===== config.mk =====
export PLATFORM = sky130hd
export DESIGN_NAME = ps2_move_decoder
export DESIGN_NICKNAME = d
export VERILOG_FILES = /design/src/rtl/ps2_move_decoder.sv
export SDC_FILE = /design/constraint.sdc
export NUM_CORES = 1
export LEC_CHECK = 0
export CORE_MARGIN = 2
export CORE_UTILIZATION = 45
export CTS_BUF_LIST = sky130_fd_sc_hd__clkbuf_8
export DETAILED_ROUTE_END_ITERATION = 8
export DONT_BUFFER_PORTS = 1
export PLACE_DENSITY = 0.65
export SETUP_SLACK_MARGIN = 0.15
export SYNTH_ARGS = -nofsm -noshare
export SYNTH_HDL_FRONTEND = slang
export SYNTH_SLANG_ARGS = --single-unit

===== constraint.sdc =====
create_clock -name CLK100MHZ -period 3 [get_ports CLK100MHZ]
set_clock_uncertainty 0.15 [all_clocks]
set_input_delay 0.9 -clock CLK100MHZ [delete_from_list [all_inputs] [get_ports CLK100MHZ]]
set_output_delay 0.9 -clock CLK100MHZ [all_outputs]
set_load 0.05 [all_outputs]

===== src/rtl/ps2_move_decoder.sv =====
// PS/2 keyboard front end for the 2048 game: filters the raw pins, receives
// scan-code frames and turns arrow/WASD keys into a queue of move commands.
//
// state     | meaning
// RX_IDLE   | waiting for a start bit (data low on a filtered falling edge)
// RX_DATA   | shifting in 8 data bits, LSB first
// RX_PARITY | capturing the odd-parity bit
// RX_STOP   | checking stop bit and parity, then reporting byte or error
module ps2_move_decoder #(
    parameter int FILTER_LEN     = 8,
    parameter int TIMEOUT_CYCLES = 200000,
    parameter int FIFO_DEPTH     = 4,
    parameter int REPEAT_EN      = 0
) (
    input  logic                          CLK100MHZ,
    input  logic                          RESET,
    input  logic                          PS2_CLK,
    input  logic                          PS2_DATA,
    input  logic                          move_ready,
    output logic                          move_valid,
    output logic [1:0]                    move_dir,
    output logic [$clog2(FIFO_DEPTH):0]   fifo_count,
    output logic                          restart_req,
    output logic                          frame_err,
    output logic                          overflow
);

    localparam int FW = $clog2(FILTER_LEN + 1);
    localparam int TW = $clog2(TIMEOUT_CYCLES + 1);
    localparam int AW = $clog2(FIFO_DEPTH);
    localparam int CW = AW + 1;
    localparam logic [FW-1:0] FILT_LAST = FW'(FILTER_LEN - 1);
    localparam logic [TW-1:0] TMO_LOAD  = TW'(TIMEOUT_CYCLES);
    localparam logic [CW-1:0] FIFO_FULL = CW'(FIFO_DEPTH);

    typedef enum logic [1:0] {RX_IDLE, RX_DATA, RX_PARITY, RX_STOP} rx_state_t;

    logic          clk_s1_q, clk_s2_q, dat_s1_q, dat_s2_q;
    logic          filt_clk_q, filt_prev_q;
    logic [FW-1:0] filt_cnt_q;
    logic          fall;

    rx_state_t     state_q;
    logic [2:0]    bit_idx_q;
    logic [7:0]    shift_q, rx_byte_q;
    logic          par_q;
    logic [TW-1:0] tmo_q;
    logic          byte_done_q, frame_err_q;

    logic          ext_q, brk_q, restart_q;
    logic [7:0]    held_q;
    logic          map_hit;
    logic [1:0]    map_dir;
    logic [2:0]    held_idx;
    logic          is_e0, is_f0, push_en, flush;

    logic [1:0]    mem_q [FIFO_DEPTH];
    logic [AW-1:0] wr_ptr_q, rd_ptr_q, wr_ptr_d, rd_ptr_d;
    logic [CW-1:0] count_q, count_d;
    logic          overflow_q, pop, full, push_ok;

    // The filtered clock only follows the synchroniser after a full run of
    // FILTER_LEN matching samples, so short spikes never reach the receiver.
    always_ff @(posedge CLK100MHZ) begin
        if (RESET) begin
            clk_s1_q    <= 1'b1;
            clk_s2_q    <= 1'b1;
            dat_s1_q    <= 1'b1;
            dat_s2_q    <= 1'b1;
            filt_clk_q  <= 1'b1;
            filt_prev_q <= 1'b1;
            filt_cnt_q  <= '0;
        end else begin
            clk_s1_q    <= PS2_CLK;
            clk_s2_q    <= clk_s1_q;
            dat_s1_q    <= PS2_DATA;
            dat_s2_q    <= dat_s1_q;
            filt_prev_q <= filt_clk_q;
            if (clk_s2_q == filt_clk_q) begin
                filt_cnt_q <= '0;
            end else if (filt_cnt_q == FILT_LAST) begin
                filt_clk_q <= clk_s2_q;
                filt_cnt_q <= '0;
            end else begin
                filt_cnt_q <= filt_cnt_q + 1'b1;
            end
        end
    end

    assign fall = filt_prev_q & ~filt_clk_q;

    always_ff @(posedge CLK100MHZ) begin
        if (RESET) begin
            state_q     <= RX_IDLE;
            bit_idx_q   <= '0;
            shift_q     <= '0;
            rx_byte_q   <= '0;
            par_q       <= 1'b0;
            tmo_q       <= '0;
            byte_done_q <= 1'b0;
            frame_err_q <= 1'b0;
        end else begin
            byte_done_q <= 1'b0;
            frame_err_q <= 1'b0;
            if (fall) begin
                tmo_q <= TMO_LOAD;
            end else if (tmo_q != '0) begin
                tmo_q <= tmo_q - 1'b1;
            end
            case (state_q)
                RX_IDLE: begin
                    if (fall && !dat_s2_q) begin
                        state_q   <= RX_DATA;
                        bit_idx_q <= '0;
                    end
                end
                RX_DATA: begin
                    if (fall) begin
                        shift_q   <= {dat_s2_q, shift_q[7:1]};
                        bit_idx_q <= bit_idx_q + 1'b1;
                        if (bit_idx_q == 3'd7) state_q <= RX_PARITY;
                    end
                end
                RX_PARITY: begin
                    if (fall) begin
                        par_q   <= dat_s2_q;
                        state_q <= RX_STOP;
                    end
                end
                RX_STOP: begin
                    if (fall) begin
                        if (dat_s2_q && (^{shift_q, par_q})) begin
                            byte_done_q <= 1'b1;
                            rx_byte_q   <= shift_q;
                        end else begin
                            frame_err_q <= 1'b1;
                        end
                        state_q <= RX_IDLE;
                    end
                end
                default: state_q <= RX_IDLE;
            endcase
            if (state_q != RX_IDLE && !fall && tmo_q == '0) begin
                state_q     <= RX_IDLE;
                frame_err_q <= 1'b1;
            end
        end
    end

    always_comb begin
        map_hit = 1'b0;
        map_dir = 2'b00;
        if (ext_q) begin
            case (rx_byte_q)
                8'h75: begin map_hit = 1'b1; map_dir = 2'b00; end
                8'h72: begin map_hit = 1'b1; map_dir = 2'b01; end
                8'h6B: begin map_hit = 1'b1; map_dir = 2'b10; end
                8'h74: begin map_hit = 1'b1; map_dir = 2'b11; end
                default: ;
            endcase
        end else begin
            case (rx_byte_q)
                8'h1D: begin map_hit = 1'b1; map_dir = 2'b00; end
                8'h1B: begin map_hit = 1'b1; map_dir = 2'b01; end
                8'h1C: begin map_hit = 1'b1; map_dir = 2'b10; end
                8'h23: begin map_hit = 1'b1; map_dir = 2'b11; end
                default: ;
            endcase
        end
    end

    // Held bits are indexed by {ext, dir}, one per mapped key.
    assign held_idx = {ext_q, map_dir};
    assign is_e0    = rx_byte_q == 8'hE0;
    assign is_f0    = rx_byte_q == 8'hF0;
    assign push_en  = byte_done_q && map_hit && !brk_q &&
                      ((REPEAT_EN != 0) || !held_q[held_idx]);
    assign flush    = byte_done_q && !ext_q && !brk_q && rx_byte_q == 8'h2D;

    always_ff @(posedge CLK100MHZ) begin
        if (RESET) begin
            ext_q     <= 1'b0;
            brk_q     <= 1'b0;
            held_q    <= '0;
            restart_q <= 1'b0;
        end else begin
            restart_q <= flush;
            if (frame_err_q) begin
                ext_q <= 1'b0;
                brk_q <= 1'b0;
            end else if (byte_done_q) begin
                if (is_e0) begin
                    ext_q <= 1'b1;
                end else if (is_f0) begin
                    brk_q <= 1'b1;
                end else begin
                    ext_q <= 1'b0;
                    brk_q <= 1'b0;
                    if (map_hit) held_q[held_idx] <= ~brk_q;
                end
            end
        end
    end

    assign full    = count_q == FIFO_FULL;
    assign pop     = (count_q != '0) && move_ready;
    assign push_ok = push_en && (!full || pop);

    always_comb begin
        wr_ptr_d = wr_ptr_q;
        rd_ptr_d = rd_ptr_q;
        count_d  = count_q;
        if (flush) begin
            wr_ptr_d = '0;
            rd_ptr_d = '0;
            count_d  = '0;
        end else begin
            if (push_ok) wr_ptr_d = wr_ptr_q + 1'b1;
            if (pop)     rd_ptr_d = rd_ptr_q + 1'b1;
            case ({push_ok, pop})
                2'b10:   count_d = count_q + 1'b1;
                2'b01:   count_d = count_q - 1'b1;
                default: count_d = count_q;
            endcase
        end
    end

    always_ff @(posedge CLK100MHZ) begin
        if (RESET) begin
            wr_ptr_q   <= '0;
            rd_ptr_q   <= '0;
            count_q    <= '0;
            overflow_q <= 1'b0;
            for (int i = 0; i < FIFO_DEPTH; i++) mem_q[i] <= 2'b00;
        end else begin
            wr_ptr_q   <= wr_ptr_d;
            rd_ptr_q   <= rd_ptr_d;
            count_q    <= count_d;
            overflow_q <= push_en && full && !pop;
            if (!flush && push_ok) mem_q[wr_ptr_q] <= map_dir;
        end
    end

    assign move_valid  = count_q != '0;
    assign move_dir    = move_valid ? mem_q[rd_ptr_q] : 2'b00;
    assign fifo_count  = count_q;
    assign restart_req = restart_q;
    assign frame_err   = frame_err_q;
    assign overflow    = overflow_q;

endmodule


# [After elaboration in Yosys (flattened, before gate mapping)]
# Memories as Yosys holds them, arrays and structs flattened. A register that Yosys moved wholly into a read port is not among the register bits.
# Cells that the tools add are included.
# Widths: inputs -> output; s select.
[op_classes] muxes=42 n_lt_le_gt_ge=2 bitwise_logic=9 n_addsub=7 n_reduce_logical=52 eq_ne=26
[ops] cell="$mux 18" n=2
[ops] cell="$eq 8x7->1 const B" n=4
[ops] cell="$eq 8x5->1 const B" n=3
[ops] cell="$mux 2" n=11
[ops] cell="$mux 1" n=19
[ops] cell="$logic_not 18->1" n=1
[ops] cell="$reduce_bool 18->1" n=1
[ops] cell="$sub 18x1->18 const B" n=1
[ops] cell="$eq 8x6->1 const B" n=2
[ops] cell="$eq 8x8->1 const B" n=2
[ops] cell="$logic_and 1x1->1" n=16
[ops] cell="$ne 2x2->1 const B" n=6
[ops] cell="$pmux 2 s3" n=2
[ops] cell="$pmux 3 s2" n=2
[ops] cell="$reduce_and 2->1" n=5
[ops] cell="$reduce_and 5->1" n=2
[ops] cell="$reduce_or 2->1" n=5
[ops] cell="$reduce_xor 9->1" n=1
[ops] cell="$bwmux 8" n=1
[ops] cell="$logic_not 1->1" n=8
[ops] cell="$not 1->1" n=8
[ops] cell="$pmux 2 s4" n=1
[ops] cell="$reduce_bool 2->1" n=4
[ops] cell="$reduce_or 4->1" n=2
[ops] cell="other kinds (20)" n=29
[word_totals] output_inout_bits=9 inputBits=5 ff_bits=71 n_memories=1 ramBits=8 word_cells=163
[memory_table] memory="mem_q" depth=4 width=2 read_ports=1 rd_clocked_by_memory_dff=1 write_ports=4 line="57" text="logic [1:0] mem_q [FIFO_DEPTH];"

# [Depth between registers and ports, before layout]
[logic_depth] ltp_word=14 depth_mapped=12 ltp_nobuf=11

# [Worst setup path before layout]
# OpenSTA, ideal clock, no wires.
[synth_timing] path_kind="reg2out" start="register count_q[2], in the netlist fifo_count[2]" end="output port move_dir[0]" required_ns=1.950 n_path_buf=1 arrival_time_ns=1.922 path_stages_with_launch=4 setup_slack_ns=0.028 cell_sequence="dfxtp_1 or3_1 clkbuf_1 and2_1"
[synth_via] elab_chain_cells=2
[synth_lines] item="from (decl)" line="59" text="logic [CW-1:0] count_q, count_d;"
[synth_lines] item="from (signal assigned)" line="238" text="count_q <= count_d;"
[synth_lines] item="$reduce_bool 3->1" line="244" text="assign move_valid = count_q != '0;"
[synth_lines] item="net move_valid" line="20" text="output logic move_valid,"
[synth_lines] item="$mux 2" line="245" text="assign move_dir = move_valid ? mem_q[rd_ptr_q] : 2'b00;"
[synth_lines] item="to (decl)" line="21" text="output logic [1:0] move_dir,"
# The timed path passes the listed nets, and every way through them passes these cells.

# [Worst setup path after layout]
[layout_timing] start="register rx_byte_q[3]" end="register count_q[1], in the netlist fifo_count[1]"
[layout_via] elab_chain_cells=10 word_cells_on_any_way=30 cone_classes="11 x eq/ne; 9 x mux; 10 x reduce/logical"
[layout_lines] item="from (decl)" line="45" text="logic [7:0] shift_q, rx_byte_q;"
[layout_lines] item="from (signal assigned)" line="134" text="rx_byte_q <= shift_q;"
[layout_lines] item="$eq 8x6->1, or another cell as far along" line="162" text="case (rx_byte_q)"
[layout_lines] item="$pmux 2 s3, or another cell as far along" line="162"
[layout_lines] item="$mux 2, or another cell as far along" line="153" text="if (ext_q) begin"
[layout_lines] item="$bmux 1 s3 or $mux 1 (tied branches)" line="177, 153"
[layout_lines] item="$mux 1 (not written as such) or $logic_and 1x1->1 (tied branches)" line="177, 176"
[layout_lines] item="$logic_not 1->1 or $logic_and 1x1->1 (tied branches)" line="177, 176"
[layout_lines] item="$logic_and 1x1->1" line="176" text="assign push_en = byte_done_q && map_hit && !brk_q &&"
[layout_lines] item="$logic_and 1x1->1" line="207" text="assign push_ok = push_en && (!full || pop);"
[layout_lines] item="$eq 2x1->1 or $eq 2x2->1 (tied branches)" line="220" text="case ({push_ok, pop})"
[layout_lines] item="$pmux 3 s2 or $reduce_bool 2->1 (tied branches)"
# Parallel ways exist; a longest one is shown, timed or not. The select of a mux whose other input is x is not followed.
# A chain may end at the register's enable or synchronous reset.

==> results.toml <==
[outcome]
status = "completed"

[synthesis]
synth_nets = 461
synth_edf_count = 8
synth-compound-area-share_pct = 11.26
synth_top_family_by_area = "simple AND/OR/NAND/NOR gates"
yosys-top-cells-count = "73 x dfxtp_1, 51 x nor2_1, 34 x nand2_1"
synth-simple-area-share_pct = 26.43
synth_area_per_cell_um2 = 9.022
synthDominantCellAreaShare_pct = 36.24
synth_xor_area_share_pct = 6.081
ys_seq_area_share_pct = 42.20
synthCells = 447
yosys.area_share.adder_pct = 2.979
synth_async_sr_flop_share_pct = 0
ys_warn_count = 0
synth_area_leaders = "dfxtp_1 36%, mux2i_1 6.2%, edfxtp_1 6.0%"
synth_flop_cell = "dfxtp_1"
synthMuxAreaShare_pct = 7.322
ys_ff_latch = 81
synth_most_common_cell = "dfxtp_1"
synth_cell_types = 64
syn_area_um2 = 4033
yosysTopAreaCell = "dfxtp_1"

[worst_setup_path]
crit_path_frequent_cell = "mux2i_2"
cp.required_ps = 3110
timing_worst_setup_path_type = "reg2reg"
path_cells = "and4bb_1 -> a32o_2 -> mux2i_2 -> mux2i_2 -> a21oi_4 -> a21o_1 -> fa_2 -> a41oi_2 -> a21oi_1 -> a2111oi_2"
arrival_ps = 2970
end_kind = "flop"
worstReg2RegStart = "rx_byte_q[3]"
critPathLaunchType = "flop"
slowest_delay_ps = 470
path_max_fanout = 8
slowest_stage = "fa_2"
crit_start = "rx_byte_q[3]"

[clock_tree]
root_buffer = "clkbuf_8"
ctsHtreeMaxLevel = 3
cts_tree = "done"
clk_latency_ps = 360
clk_pin_slew_ps = 90
cts_made_buffers = 9
cts_hold_buf = 0
cts_buffer_depth = 2
cts_sinks = 81

[floorplanning]
rows = 34
start_util_pct = 46.24
floorplan.core_area_um2 = 8721
num_io_pins = 14
die_y_um = 98.67
dieWidth_um = 98.67
fp.dieArea_um2 = 9735

[power_and_ir_drop]
power_density_nw_per_um2 = 591.5
p_leak_nw = 1.790
finalPower_w = 0.002709
ir_drop_v = 0.0004562

[finish]
multi_input_area_um2 = 2257
antenna_cells = 0
stdcell_count = 576
regArea_um2 = 1722
syn2layout_area_growth_pct = 13.59
fill_cells = 791
fin_nets = 477
layout-drive-gt1-share_pct = 18.38

[placed_design]
hpwl_mm = 5.606
port-buffer-count = 0
dpl.cell_count = 551
gp_congestion = 0.8959

[route]
drt_first_pass_iters = 4
dr_total_vias = 3221
wl_per_cell_um = 14.45
drc = 0
ant_nets = 0
drt-total-wl_mm = 8.324
drt_iter0_markers = 171
vias_per_cell = 5.592

[timing]
hold_viol = 0
fin_hold_ws_ps = 262.7
tns_ps = 0
max_freq_ghz = 0.3498
worst_pin_slew_ps = 681.6
maxSlewHeadroom_pct = 53.92
drv_slew = 0
fin_crit_ps = 2859
finalCritPeriodShare_pct = 95.30
rsz0062_at_grt = "yes"
final-setup-viol-count = 0

[hold_path]
hp-start = "dat_s1_q"
hp-class = "reg2reg"

[global_routing]
antenna_found_initial = 0
gr-total-overflow = 0
grt_pass1_vias = 3069
gr-usage-all-layers_pct = 17.11
grt_pass1_wl_mm = 13.68
grt_max_degree = 56

[run]
maxCapViolCount = 0
[metrics by stage]
step / utilization (%) / area (µm²) / setup WS [ps]
floorplan: - / 4034 / 189.7
global placement: 48.55 / 4234 / 22.13
detailed placement: 48.55 / 4234 / -77.20
CTS: 51.35 / 4478 / 54.29
global route: 52.53 / 4581 / -41.41
finish: 52.53 / 4581 / 141.0
[kinds of logic (layout without fill, tap and decap cells)]
logic type,count (synthesis),in the layout
AO/OA/AOI/OAI,70,70
buffers and inverters,38,59
flip-flops,81,81
AND/OR/NAND/NOR,194,194
XOR/XNOR,28,28
multiplexers,27,27
adder cells (fa/ha/maj),9,9
[area by class of cell]
type / instances / area share (%)
inverter: 17 / 1.393
clock inverter: 7 / 1.284
sequential: 81 / 37.59
tap: 108 / 2.950
clock buffer: 9 / 2.704
multi-input combinational: 328 / 49.28
timing repair buffer: 26 / 4.807
[per-layer routing]
metal | share of wire (%) | vias to the layer above | GRT usage [%]
li1 | - | 1605 | -
met1 | 44 | 1532 | 20.70
met2 | 51 | 67 | 29.15
met3 | 3.7 | 17 | 4.326
met4 | 1.9 | 0 | 6.955
met5 | 0 | - | 0
[flip-flops by register name (all words and copies together), names as in the netlist, 2 cells and up, named ones only]
signal,flops
rx_byte_q,8
bit_idx_q,3
shift_q,8
filt_cnt_q,4
mem_q,8
held_q,8
fifo_count,3
wr_ptr_q,2
tmo_q,18
state_q,2
rd_ptr_q,2
[power breakdown]
| group | leakage (nW) | internal, W | switching (W) |
|---|---|---|---|
| clock | 0.0944 | 0.000317 | 0.000440 |
| sequential | 0.679 | 0.00120 | 0.000106 |
| combinational | 1.02 | 0.000294 | 0.000347 |
[critical path, delay by kind of cell (launching register included)]
family | cells | cell delay [ps]
AO/OA/AOI/OAI | 6 | 1070
adder cells (fa/ha/maj) | 1 | 470
flip-flops | 1 | 430
multiplexers | 2 | 390
AND/OR/NAND/NOR | 1 | 250
[path summary, 6_finish.rpt]
check / to / slack (ps) / depth (start not counted)
hold reg to reg: dat_s2_q / 260 / 1
setup / recovery: fifo_count[1] / 140 / 10
hold / removal: dat_s2_q / 260 / 1
setup reg to reg: fifo_count[1] / 140 / 10
[layout by cell type (no fill, tap or decap), drive strengths merged, types with 5 or more instances in the layout]
cell	n
and2	6
a21oi	34
mux2i	25
nor2	52
xor2	5
nor4	8
buf	26
edfxtp	8
o21ai	11
clkbuf	9
nor2b	8
or2	7
dfxtp	73
nor3	14
nand3	25
inv	22
ha	8
nand2	34
or3	6
xnor2	23
[what timing repair did]
| action | CTS | global route |
|---|---|---|
| resized for setup | 18 | 14 |
| setup endpoints to repair | 3 | 11 |
| pin swaps | 2 | 7 |
| setup buffers | 1 | 8 |
Note: power is estimated with default switching activity, not from simulation.
